==> config.mk <==
export PLATFORM = sky130hd
export DESIGN_NAME = key_cursor_ctrl_flat
export DESIGN_NICKNAME = d
export VERILOG_FILES = /design/src/rtl/key_cursor_ctrl_pkg.sv /design/src/rtl/key_cursor_ctrl_if.sv /design/src/rtl/key_cursor_ctrl_decode.sv /design/src/rtl/key_cursor_ctrl.sv /design/src/flat_wrapper.sv
export SDC_FILE = /design/constraint.sdc
export NUM_CORES = 1
export LEC_CHECK = 0
export CAP_MARGIN = 20
export CORE_ASPECT_RATIO = 1.2
export CORE_UTILIZATION = 57
export DETAILED_ROUTE_END_ITERATION = 6
export GPL_TIMING_DRIVEN = 1
export PLACE_DENSITY = 0.89
export SLEW_MARGIN = 20
export SYNTH_ARGS = -nofsm -noshare
export SYNTH_HDL_FRONTEND = slang
export SYNTH_HIERARCHICAL = 1
export SYNTH_SLANG_ARGS = --single-unit
==> constraint.sdc <==
create_clock -name clk -period 4 [get_ports clk]
set_input_delay 0.8 -clock clk [delete_from_list [all_inputs] [get_ports clk]]
set_output_delay 0.8 -clock clk [all_outputs]
set_load 0.02 [all_outputs]
==> src/rtl/key_cursor_ctrl_pkg.sv <==
// Shared scan codes, key_event field positions, direction/state encodings
// and the single-axis step helper for the key cursor controller.
package cursor_pkg;

    localparam int KE_STROBE   = 10;
    localparam int KE_BREAK    = 9;
    localparam int KE_EXT      = 8;
    localparam int KE_CODE_MSB = 7;

    localparam logic [7:0] SC_UP_E0    = 8'h75;
    localparam logic [7:0] SC_DOWN_E0  = 8'h72;
    localparam logic [7:0] SC_LEFT_E0  = 8'h6B;
    localparam logic [7:0] SC_RIGHT_E0 = 8'h74;
    localparam logic [7:0] SC_W        = 8'h1D;
    localparam logic [7:0] SC_S        = 8'h1B;
    localparam logic [7:0] SC_A        = 8'h1C;
    localparam logic [7:0] SC_D        = 8'h23;
    localparam logic [7:0] SC_SPACE    = 8'h29;
    localparam logic [7:0] SC_ENTER    = 8'h5A;

    typedef enum logic [1:0] {
        DIR_UP    = 2'd0,
        DIR_DOWN  = 2'd1,
        DIR_LEFT  = 2'd2,
        DIR_RIGHT = 2'd3
    } dir_t;

    typedef enum logic [1:0] {
        IDLE   = 2'd0,
        DELAY  = 2'd1,
        REPEAT = 2'd2
    } state_t;

    // Returns {moved, new_pos}; at an edge either saturates (moved = 0) or wraps.
    function automatic logic [4:0] step_pos(input logic [3:0] pos, input logic dec,
                                            input int unsigned lim, input logic wrap);
        logic [4:0] r;
        r = {1'b0, pos};
        if (dec) begin
            if (pos != 4'd0)
                r = {1'b1, pos - 4'd1};
            else if (wrap)
                r = {1'b1, 4'(lim - 1)};
        end else begin
            if (pos != 4'(lim - 1))
                r = {1'b1, pos + 4'd1};
            else if (wrap)
                r = {1'b1, 4'd0};
        end
        return r;
    endfunction

endpackage

==> src/rtl/key_cursor_ctrl_if.sv <==
// Key event input and cursor outputs between Keyboard, this controller and Play.
interface key_cursor_ctrl_if;
    logic [10:0] key_event;
    logic [3:0]  cursor_x;
    logic [3:0]  cursor_y;
    logic        is_pressed;
    logic        cursor_moved;

    modport master (output key_event, input cursor_x, cursor_y, is_pressed, cursor_moved);
    modport slave  (input key_event, output cursor_x, cursor_y, is_pressed, cursor_moved);
endinterface

==> src/rtl/key_cursor_ctrl_decode.sv <==
// Combinational scan-code decode: key_event -> direction / select / make flags.
module key_decode
    import cursor_pkg::*;
(
    input  logic [10:0] key_event,
    output logic        is_dir,
    output dir_t        dir,
    output logic        is_sel,
    output logic        is_make
);
    logic       strobe;
    logic       ext;
    logic [7:0] code;

    assign strobe  = key_event[KE_STROBE];
    assign ext     = key_event[KE_EXT];
    assign code    = key_event[KE_CODE_MSB:0];
    assign is_make = strobe & ~key_event[KE_BREAK];

    always_comb begin
        is_dir = 1'b0;
        dir    = DIR_UP;
        is_sel = 1'b0;
        if (strobe) begin
            if (ext) begin
                case (code)
                    SC_UP_E0:    begin is_dir = 1'b1; dir = DIR_UP;    end
                    SC_DOWN_E0:  begin is_dir = 1'b1; dir = DIR_DOWN;  end
                    SC_LEFT_E0:  begin is_dir = 1'b1; dir = DIR_LEFT;  end
                    SC_RIGHT_E0: begin is_dir = 1'b1; dir = DIR_RIGHT; end
                    SC_ENTER:    is_sel = 1'b1;
                    default:     ;
                endcase
            end else begin
                case (code)
                    SC_W:     begin is_dir = 1'b1; dir = DIR_UP;    end
                    SC_S:     begin is_dir = 1'b1; dir = DIR_DOWN;  end
                    SC_A:     begin is_dir = 1'b1; dir = DIR_LEFT;  end
                    SC_D:     begin is_dir = 1'b1; dir = DIR_RIGHT; end
                    SC_SPACE: is_sel = 1'b1;
                    SC_ENTER: is_sel = 1'b1;
                    default:  ;
                endcase
            end
        end
    end
endmodule

==> src/rtl/key_cursor_ctrl.sv <==
// Key-to-cursor controller with hold-to-repeat and debounced select pulse.
//   state  | meaning
//   IDLE   | no direction held
//   DELAY  | direction held, waiting REPEAT_DELAY cycles for first auto-repeat
//   REPEAT | direction held, auto-repeating every REPEAT_PERIOD cycles
module key_cursor_ctrl
    import cursor_pkg::*;
#(
    parameter int BOARD_W       = 8,
    parameter int BOARD_H       = 8,
    parameter int INIT_X        = 0,
    parameter int INIT_Y        = 0,
    parameter int REPEAT_DELAY  = 25_000_000,
    parameter int REPEAT_PERIOD = 8_000_000,
    parameter int WRAP          = 0
) (
    input logic              clk,
    input logic              rst,
    key_cursor_ctrl_if.slave bus
);
    localparam int CNT_MAX = (REPEAT_DELAY > REPEAT_PERIOD) ? REPEAT_DELAY : REPEAT_PERIOD;
    localparam int CNT_W   = (CNT_MAX > 1) ? $clog2(CNT_MAX) : 1;
    localparam logic WRAP_EN = (WRAP != 0);

    logic             is_dir, is_sel, is_make;
    dir_t             ev_dir;

    state_t           state_q, state_d;
    dir_t             held_q, held_d;
    logic [CNT_W-1:0] cnt_q, cnt_d;
    logic             sel_held_q, sel_held_d;
    logic [3:0]       x_q, y_q, x_d, y_d;
    logic             pressed_q, pressed_d;
    logic             moved_q, moved_d;
    logic             expired;
    logic             do_move;
    dir_t             move_dir;
    logic [4:0]       step;

    key_decode u_decode (
        .key_event (bus.key_event),
        .is_dir    (is_dir),
        .dir       (ev_dir),
        .is_sel    (is_sel),
        .is_make   (is_make)
    );

    always_comb begin
        state_d  = state_q;
        held_d   = held_q;
        cnt_d    = '0;
        do_move  = 1'b0;
        move_dir = held_q;
        expired  = ((state_q == DELAY)  && (cnt_q == CNT_W'(REPEAT_DELAY - 1))) ||
                   ((state_q == REPEAT) && (cnt_q == CNT_W'(REPEAT_PERIOD - 1)));

        case (state_q)
            IDLE: begin
                if (is_dir && is_make) begin
                    do_move  = 1'b1;
                    move_dir = ev_dir;
                    held_d   = ev_dir;
                    state_d  = DELAY;
                end
            end
            DELAY, REPEAT: begin
                cnt_d = cnt_q + 1'b1;
                // Releasing the held key wins over a same-cycle timer expiry.
                if (is_dir && !is_make && (ev_dir == held_q)) begin
                    state_d = IDLE;
                    cnt_d   = '0;
                end else if (is_dir && is_make && (ev_dir != held_q)) begin
                    do_move  = 1'b1;
                    move_dir = ev_dir;
                    held_d   = ev_dir;
                    state_d  = DELAY;
                    cnt_d    = '0;
                end else if (expired) begin
                    do_move = 1'b1;
                    state_d = REPEAT;
                    cnt_d   = '0;
                end
            end
            default: state_d = IDLE;
        endcase
    end

    always_comb begin
        x_d     = x_q;
        y_d     = y_q;
        moved_d = 1'b0;
        step    = '0;
        if (do_move) begin
            case (move_dir)
                DIR_UP: begin
                    step = step_pos(y_q, 1'b1, BOARD_H, WRAP_EN);
                    y_d  = step[3:0];
                end
                DIR_DOWN: begin
                    step = step_pos(y_q, 1'b0, BOARD_H, WRAP_EN);
                    y_d  = step[3:0];
                end
                DIR_LEFT: begin
                    step = step_pos(x_q, 1'b1, BOARD_W, WRAP_EN);
                    x_d  = step[3:0];
                end
                default: begin
                    step = step_pos(x_q, 1'b0, BOARD_W, WRAP_EN);
                    x_d  = step[3:0];
                end
            endcase
            moved_d = step[4];
        end
    end

    always_comb begin
        sel_held_d = sel_held_q;
        pressed_d  = 1'b0;
        if (is_sel && is_make && !sel_held_q) begin
            pressed_d  = 1'b1;
            sel_held_d = 1'b1;
        end else if (is_sel && !is_make) begin
            sel_held_d = 1'b0;
        end
    end

    always_ff @(posedge clk) begin
        if (rst) begin
            state_q    <= IDLE;
            held_q     <= DIR_UP;
            cnt_q      <= '0;
            sel_held_q <= 1'b0;
            x_q        <= 4'(INIT_X);
            y_q        <= 4'(INIT_Y);
            pressed_q  <= 1'b0;
            moved_q    <= 1'b0;
        end else begin
            state_q    <= state_d;
            held_q     <= held_d;
            cnt_q      <= cnt_d;
            sel_held_q <= sel_held_d;
            x_q        <= x_d;
            y_q        <= y_d;
            pressed_q  <= pressed_d;
            moved_q    <= moved_d;
        end
    end

    assign bus.cursor_x     = x_q;
    assign bus.cursor_y     = y_q;
    assign bus.is_pressed   = pressed_q;
    assign bus.cursor_moved = moved_q;
endmodule
==> src/flat_wrapper.sv <==
// flat-port wrapper written by rule: the top's interface ports become plain ports
module key_cursor_ctrl_flat import cursor_pkg::*;
#(
    parameter int BOARD_W       = 8,
    parameter int BOARD_H       = 8,
    parameter int INIT_X        = 0,
    parameter int INIT_Y        = 0,
    parameter int REPEAT_DELAY  = 25_000_000,
    parameter int REPEAT_PERIOD = 8_000_000,
    parameter int WRAP          = 0
)
  (clk, rst, bus_key_event, bus_cursor_x, bus_cursor_y, bus_is_pressed, bus_cursor_moved);
  key_cursor_ctrl_if bus_i ();
  input logic clk;
  input logic rst;
  input wire logic [$bits(bus_i.key_event)-1:0] bus_key_event;
  output wire logic [$bits(bus_i.cursor_x)-1:0] bus_cursor_x;
  output wire logic [$bits(bus_i.cursor_y)-1:0] bus_cursor_y;
  output wire logic [$bits(bus_i.is_pressed)-1:0] bus_is_pressed;
  output wire logic [$bits(bus_i.cursor_moved)-1:0] bus_cursor_moved;
  assign bus_i.key_event = bus_key_event;
  assign bus_cursor_x = bus_i.cursor_x;
  assign bus_cursor_y = bus_i.cursor_y;
  assign bus_is_pressed = bus_i.is_pressed;
  assign bus_cursor_moved = bus_i.cursor_moved;
  key_cursor_ctrl #(.BOARD_W(BOARD_W), .BOARD_H(BOARD_H), .INIT_X(INIT_X), .INIT_Y(INIT_Y), .REPEAT_DELAY(REPEAT_DELAY), .REPEAT_PERIOD(REPEAT_PERIOD), .WRAP(WRAP)) u_core (.clk(clk), .rst(rst), .bus(bus_i));
endmodule
Word level (Yosys, flattened, before mapping). Cells that the tools add are included.

Register bits: 40. Input bits: 13. Output and inout bits: 10. Logic and storage cells: 104.

$add $sub $neg: 5. Equality and inequality tests: 22. Multiplexer cells: 36. Bitwise logic cells: 5. Reductions and logical operators: 28.

Operators by type and width (count): == test 8 x 7 -> 1 bit, second input constant (5); adder 25 x 1 -> 25 bit, second input constant (1); == test 25 x 23 -> 1 bit, second input constant (1); == test 25 bit, second input constant (1); == test 8 x 5 -> 1 bit, second input constant (3); two-way mux 5 bit (4); two-way mux 2 bit (9); == test 8 x 6 -> 1 bit, second input constant (2); one-hot mux 4 bit (2 select lines) (2); two-way mux 1 bit (15); one-hot mux 5 bit (3 select lines) (1); one-hot mux 2 bit (3 select lines) (2); logical AND 1 bit (9); adder 4 x 1 -> 4 bit, second input constant (2); != test 4 x 3 -> 1 bit, second input constant (2); one-hot mux 2 bit (2 select lines) (2); nonzero test 4 bit (2); OR reduction 2 bit (4); OR reduction 4 bit (2); subtractor 4 x 1 -> 4 bit, second input constant (2); AND reduction 2 bit (3); OR reduction 5 bit (1); == test 2 x 1 -> 1 bit, second input constant (2); == test 2 bit, second input constant (2); other kinds (11) (17).

Depth between registers and ports, before layout.
Word-level depth: 14. Gate-level depth with buffers: 13. Gate-level depth less buffers: 10.

Modules after synthesis. The synthesis kept the hierarchy.

Modules (own cells, without submodules): key_cursor_ctrl (instances 1, cells each 257, area an instance 2223.4 µm²); key_decode (instances 1, cells each 39, area an instance 264.0 µm²).

Worst setup path after synthesis. Ideal clock, no wire load.

Path kind: input to register. Start: in bus_key_event[6]. End: reg with a tool-made name. Arrival time: 3121 ps. Required time: 3914 ps. Path slack: 793 ps. Stages on the path: 11. Path buffers: 1. Path through: buf_2 nand2_1 or3_4 o21ai_0 o211a_1 and3b_1 o211a_1 o211ai_1 a211oi_4 a21bo_1 a221oi_2.

RTL lines: from (decl) (RTL line flat_wrapper.sv:16) `input wire logic [$bits(bus_i.key_event)-1:0] bus_key_event;`.

==> run_results.csv <==
group,metric,value,unit
detailed_routing,wl_met1,2170,um
power_and_ir_drop,p_total,0.000893,W
worst_setup_path,slowest_delay,0.49,ns
worst_setup_path,rrSetupSlack,1.55,ns
clock_network,numCtsBuffers,5,
logic_synthesis,ys_seq_elements,40,
clock_network,cts_max_level,2,
detailed_routing,wl_met3,151,um
layout,multi_input_area,1570,um2
logic_synthesis,synth_top_cell_area_share,32.2,%
logic_synthesis,synth_top_area_cell,"dfxtp_1",
logic_synthesis,synth.yosys.seq_area_share,32.2,%
worst_setup_path,rr_worst_depth,8,
worst_setup_path,critPathBufInv,1,
worst_hold_path,hp-class,"reg2reg",
worst_setup_path,worstPathCellList,"clkdlybuf4s50_1 > nand4bb_1 > o41a_1 > o21ai_0 > o211a_1 > and3b_1 > o211a_1 > o211ai_1 > a211oi_2 > mux2i_1 > nor2_1",
worst_setup_path,crit_start,"bus_key_event[4]",
logic_synthesis,syn_area_per_cell,8.40,um2
worst_setup_path,critPathLaunchType,"input port",
clock_network,cts_sinks,40,
detailed_routing,met2_wirelength,2550,um
logic_synthesis,synthCells,296,
detailed_routing,firstDrtPassIters,4,
place,post-dp-hpwl,3650,um
place,numPortBuffers,22,
worst_setup_path,path_common_cell,"o211a_1",
worst_setup_path,path_delay_family,"compound AO/OA/AOI/OAI gates",
logic_synthesis,synth_fp_nets,318,
grt,gr-total-overflow,0,
logic_synthesis,ys_top_cells_by_area,"dfxtp_1, nor2_1, xnor2_1",
sta,rsz0062_at_grt,"no",
detailed_routing,viasPerCell,5.74,
clock_network,cts_hold_buf,0,
grt,grt_pass1_wl,8500,um
worst_setup_path,critical_path_required,4.17,ns
sta,clock_skew,0.0117,ns
sta,tns,0,ns
floorplanning,die_w,62.3,um
clock_network,cts_setup_buffers,0,
logic_synthesis,yosys.cell_types.count,61,
detailed_routing,ant_nets,0,
sta,fmax,0.278,GHz
sta,finalCritPeriodShare,89.9,%
worst_setup_path,critPathMaxFanout,7,
layout,regArea,801,um2
clock_network,cts_tree,"yes",
detailed_routing,drt_iter0_drc,128,
sta,worst_pin_slew,0.703,ns
worst_setup_path,slowest_stage,"clkdlybuf4s50_1",
sta,period_needed,3.59,ns
layout,diodes,0,
logic_synthesis,synth-edff-count,0,
status,status,"completed",
detailed_routing,drt_wl_total,4940,um
grt,grt_pass1_vias,2026,
worst_setup_path,timing.rr.start,"u_core/state_q[1]$_SDFFE_PP0P_",
logic_synthesis,synthAdderAreaFrac,4.53,%
detailed_routing,maxUsedRoutingLayer,"met4",
grt,grt_max_degree,26,
layout,final_area,2850,um2
floorplanning,fp.dieArea,4630,um2
sta,hold_viol_final,0,
power_and_ir_drop,p_per_area,313,nW/um2
grt,antenna_found_initial,0,
power_and_ir_drop,ir_drop,0.188,mV
job,cap_violations,0,
worst_setup_path,crit_cells,11,
floorplanning,core,4070,um2
clock_network,clockBufferDepth,2,
logic_synthesis,syn_area,2490,um2
floorplanning,fp.dieH,74.4,um
clock_network,clkLatencyLatePin,0.30,ns
logic_synthesis,synth_compound_area_share,14.5,%
logic_synthesis,yosys.area_share.simple,31.4,%
floorplanning,io_pins,23,
worst_setup_path,critPathArrivalTime,3.76,ns
layout,syn2layout_area_growth,14.5,%
worst_setup_path,path_class,"in2reg",
place,place_congestion,0.921,
floorplanning,placementRows,25,
power_and_ir_drop,leakagePower,0.977,nW
clock_network,post_cts_resized,0,
detailed_routing,drc_errors,0,
sta,setup_viol,0,
logic_synthesis,ys_warn_count,6,
clock_network,clk_pin_slew_worst_paths,0.08,ns
detailed_routing,vias,2158,
layout,nets,343,
place,placed_area,2750,um2
layout,drive_above_1_share,9.63,%
worst_hold_path,hold_depth,1,
grt,grt_use_total,22.8,%
logic_synthesis,synth_top_family_by_area,"simple AND/OR/NAND/NOR gates",
sta,maxSlewHeadroom,52.8,%
logic_synthesis,synth_xor_area_share,9.86,%
logic_synthesis,synthMuxAreaShare,2.92,%
worst_setup_path,cp-end-kind,"register",
sta,slew_violations,0,
floorplanning,start_util,61.2,%
logic_synthesis,async_flop_share,0,%
layout,n_fill_cell,324,
clock_network,cts_root_buffer,"clkbuf_8",
detailed_routing,wl_per_cell,13.1,um
logic_synthesis,synth-main-ff-cell,"dfxtp_1",
## layout make-up
type | instances | area share (%)
clock buffer | 6 | 2.90
inverter | 14 | 1.84
sequential | 40 | 28.1
clock inverter | 2 | 0.527
multi-input combinational | 233 | 55.2
timing repair buffer | 27 | 9.05
tap | 54 | 2.37
## power breakdown
part           switching (W)  internal, W  leakage, nW  total, W
sequential        0.00000925     0.000408        0.322  0.000418
clock               0.000147     0.000140       0.0434  0.000287
combinational       0.000111    0.0000770        0.612  0.000188
## Yosys cell counts, types with 2 or more instances
library cell and instances:
dfxtp_1 40, mux2_2 2, o2111ai_1 2, nand2_1 18, a31oi_1 3, nor2_1 48
nor3_1 15, o21ai_0 4, xor2_1 10, and3b_1 3, nand4_1 3, inv_1 14
nand4bb_1 2, or3_1 4, nand3b_1 2, nor3b_1 3, nand3_1 12, nor4b_1 5
and4b_1 2, buf_2 3, mux2i_1 5, xnor2_1 18, ha_1 9, and3_2 3
buf_6 3, a211oi_1 2, nor2b_1 4, a21oi_1 10, clkbuf_1 2, nand2b_1 4
and3_1 7, o211a_1 3, o211ai_1 2, o31ai_1 2
## how the worst min path moves through the flow
| stage | startpoint | endpoint | slack [ns] |
|---|---|---|---|
| after floorplan | u_core/sel_held_q$_SDFFE_PP0P_ | u_core/bus.is_pressed$_SDFF_PP0_ | 0.40 |
| after global placement | u_core/sel_held_q$_SDFFE_PP0P_ | u_core/bus.is_pressed$_SDFF_PP0_ | 0.41 |
| after detailed placement | u_core/sel_held_q$_SDFFE_PP0P_ | u_core/bus.is_pressed$_SDFF_PP0_ | 0.42 |
| after CTS | u_core/sel_held_q$_SDFFE_PP0P_ | u_core/bus.is_pressed$_SDFF_PP0_ | 0.43 |
| after global routing | u_core/sel_held_q$_SDFFE_PP0P_ | u_core/bus.is_pressed$_SDFF_PP0_ | 0.45 |
| final | u_core/sel_held_q$_SDFFE_PP0P_ | u_core/bus.is_pressed$_SDFF_PP0_ | 0.43 |
## logic make-up after synthesis
family,count (synthesis)
and+or+nand+nor,144
AOI/OAI and AO/OA,45
buffers and inverters,23
DFF,40
xor gates and xnor gates,28
adders and majority gates,9
muxes,7
## metrics by stage
stage	worst slack, ns	util (%)	hold slack [ns]	instances
after CTS	0.464	70.1	0.430	376
after floorplan	0.793	-	0.397	296
after global placement	0.228	67.7	0.412	368
final	0.405	70.1	0.434	376
after detailed placement	0.131	67.7	0.418	368
after global routing	0.168	70.1	0.453	376
## cell usage in the layout (no fill, tap or decap), types with 2 or more instances in the layout
master | netlist | final
nor2_1 | 48 | 48
dfxtp_1 | 40 | 40
clkdlybuf4s50_1 | 0 | 22
xnor2_1 | 18 | 18
nand2_1 | 18 | 18
nor3_1 | 15 | 15
inv_1 | 14 | 14
nand3_1 | 12 | 12
xor2_1 | 10 | 10
a21oi_1 | 10 | 10
ha_1 | 9 | 9
and3_1 | 7 | 7
clkbuf_8 | 0 | 6
nor4b_1 | 5 | 5
mux2i_1 | 5 | 5
buf_4 | 0 | 5
nand2b_1 | 4 | 4
or3_1 | 4 | 4
nor2b_1 | 4 | 4
o21ai_0 | 4 | 4
and3_2 | 3 | 3
nand4_1 | 3 | 3
o211a_1 | 3 | 3
and3b_1 | 3 | 3
a31oi_1 | 3 | 3
nor3b_1 | 3 | 3
clkinvlp_4 | 0 | 2
and4b_1 | 2 | 2
nand3b_1 | 2 | 2
mux2_2 | 2 | 2
nand4bb_1 | 2 | 2
o31ai_1 | 2 | 2
o2111ai_1 | 2 | 2
o211ai_1 | 2 | 2
a211oi_1 | 2 | 2
## worst register-to-register path, cell delays in order, from the launching register on
cell	delay, ns
dfxtp_1	0.33
inv_1	0.10
ha_1	0.14
or4b_1	0.45
nor4_2	0.30
o211ai_2	0.20
a211oi_2	0.51
mux2i_1	0.24
nor2_1	0.05
## per-layer routing
| layer | GRT usage [%] | vias to the layer above |
|---|---|---|
| met2 | 43.5 | 35 |
| met4 | 8.27 | 0 |
| met1 | 25.2 | 1020 |
| met3 | 4.75 | 6 |
| li1 | - | 1097 |
| met5 | 0 | - |
Note: power is estimated with default switching activity, not from simulation.
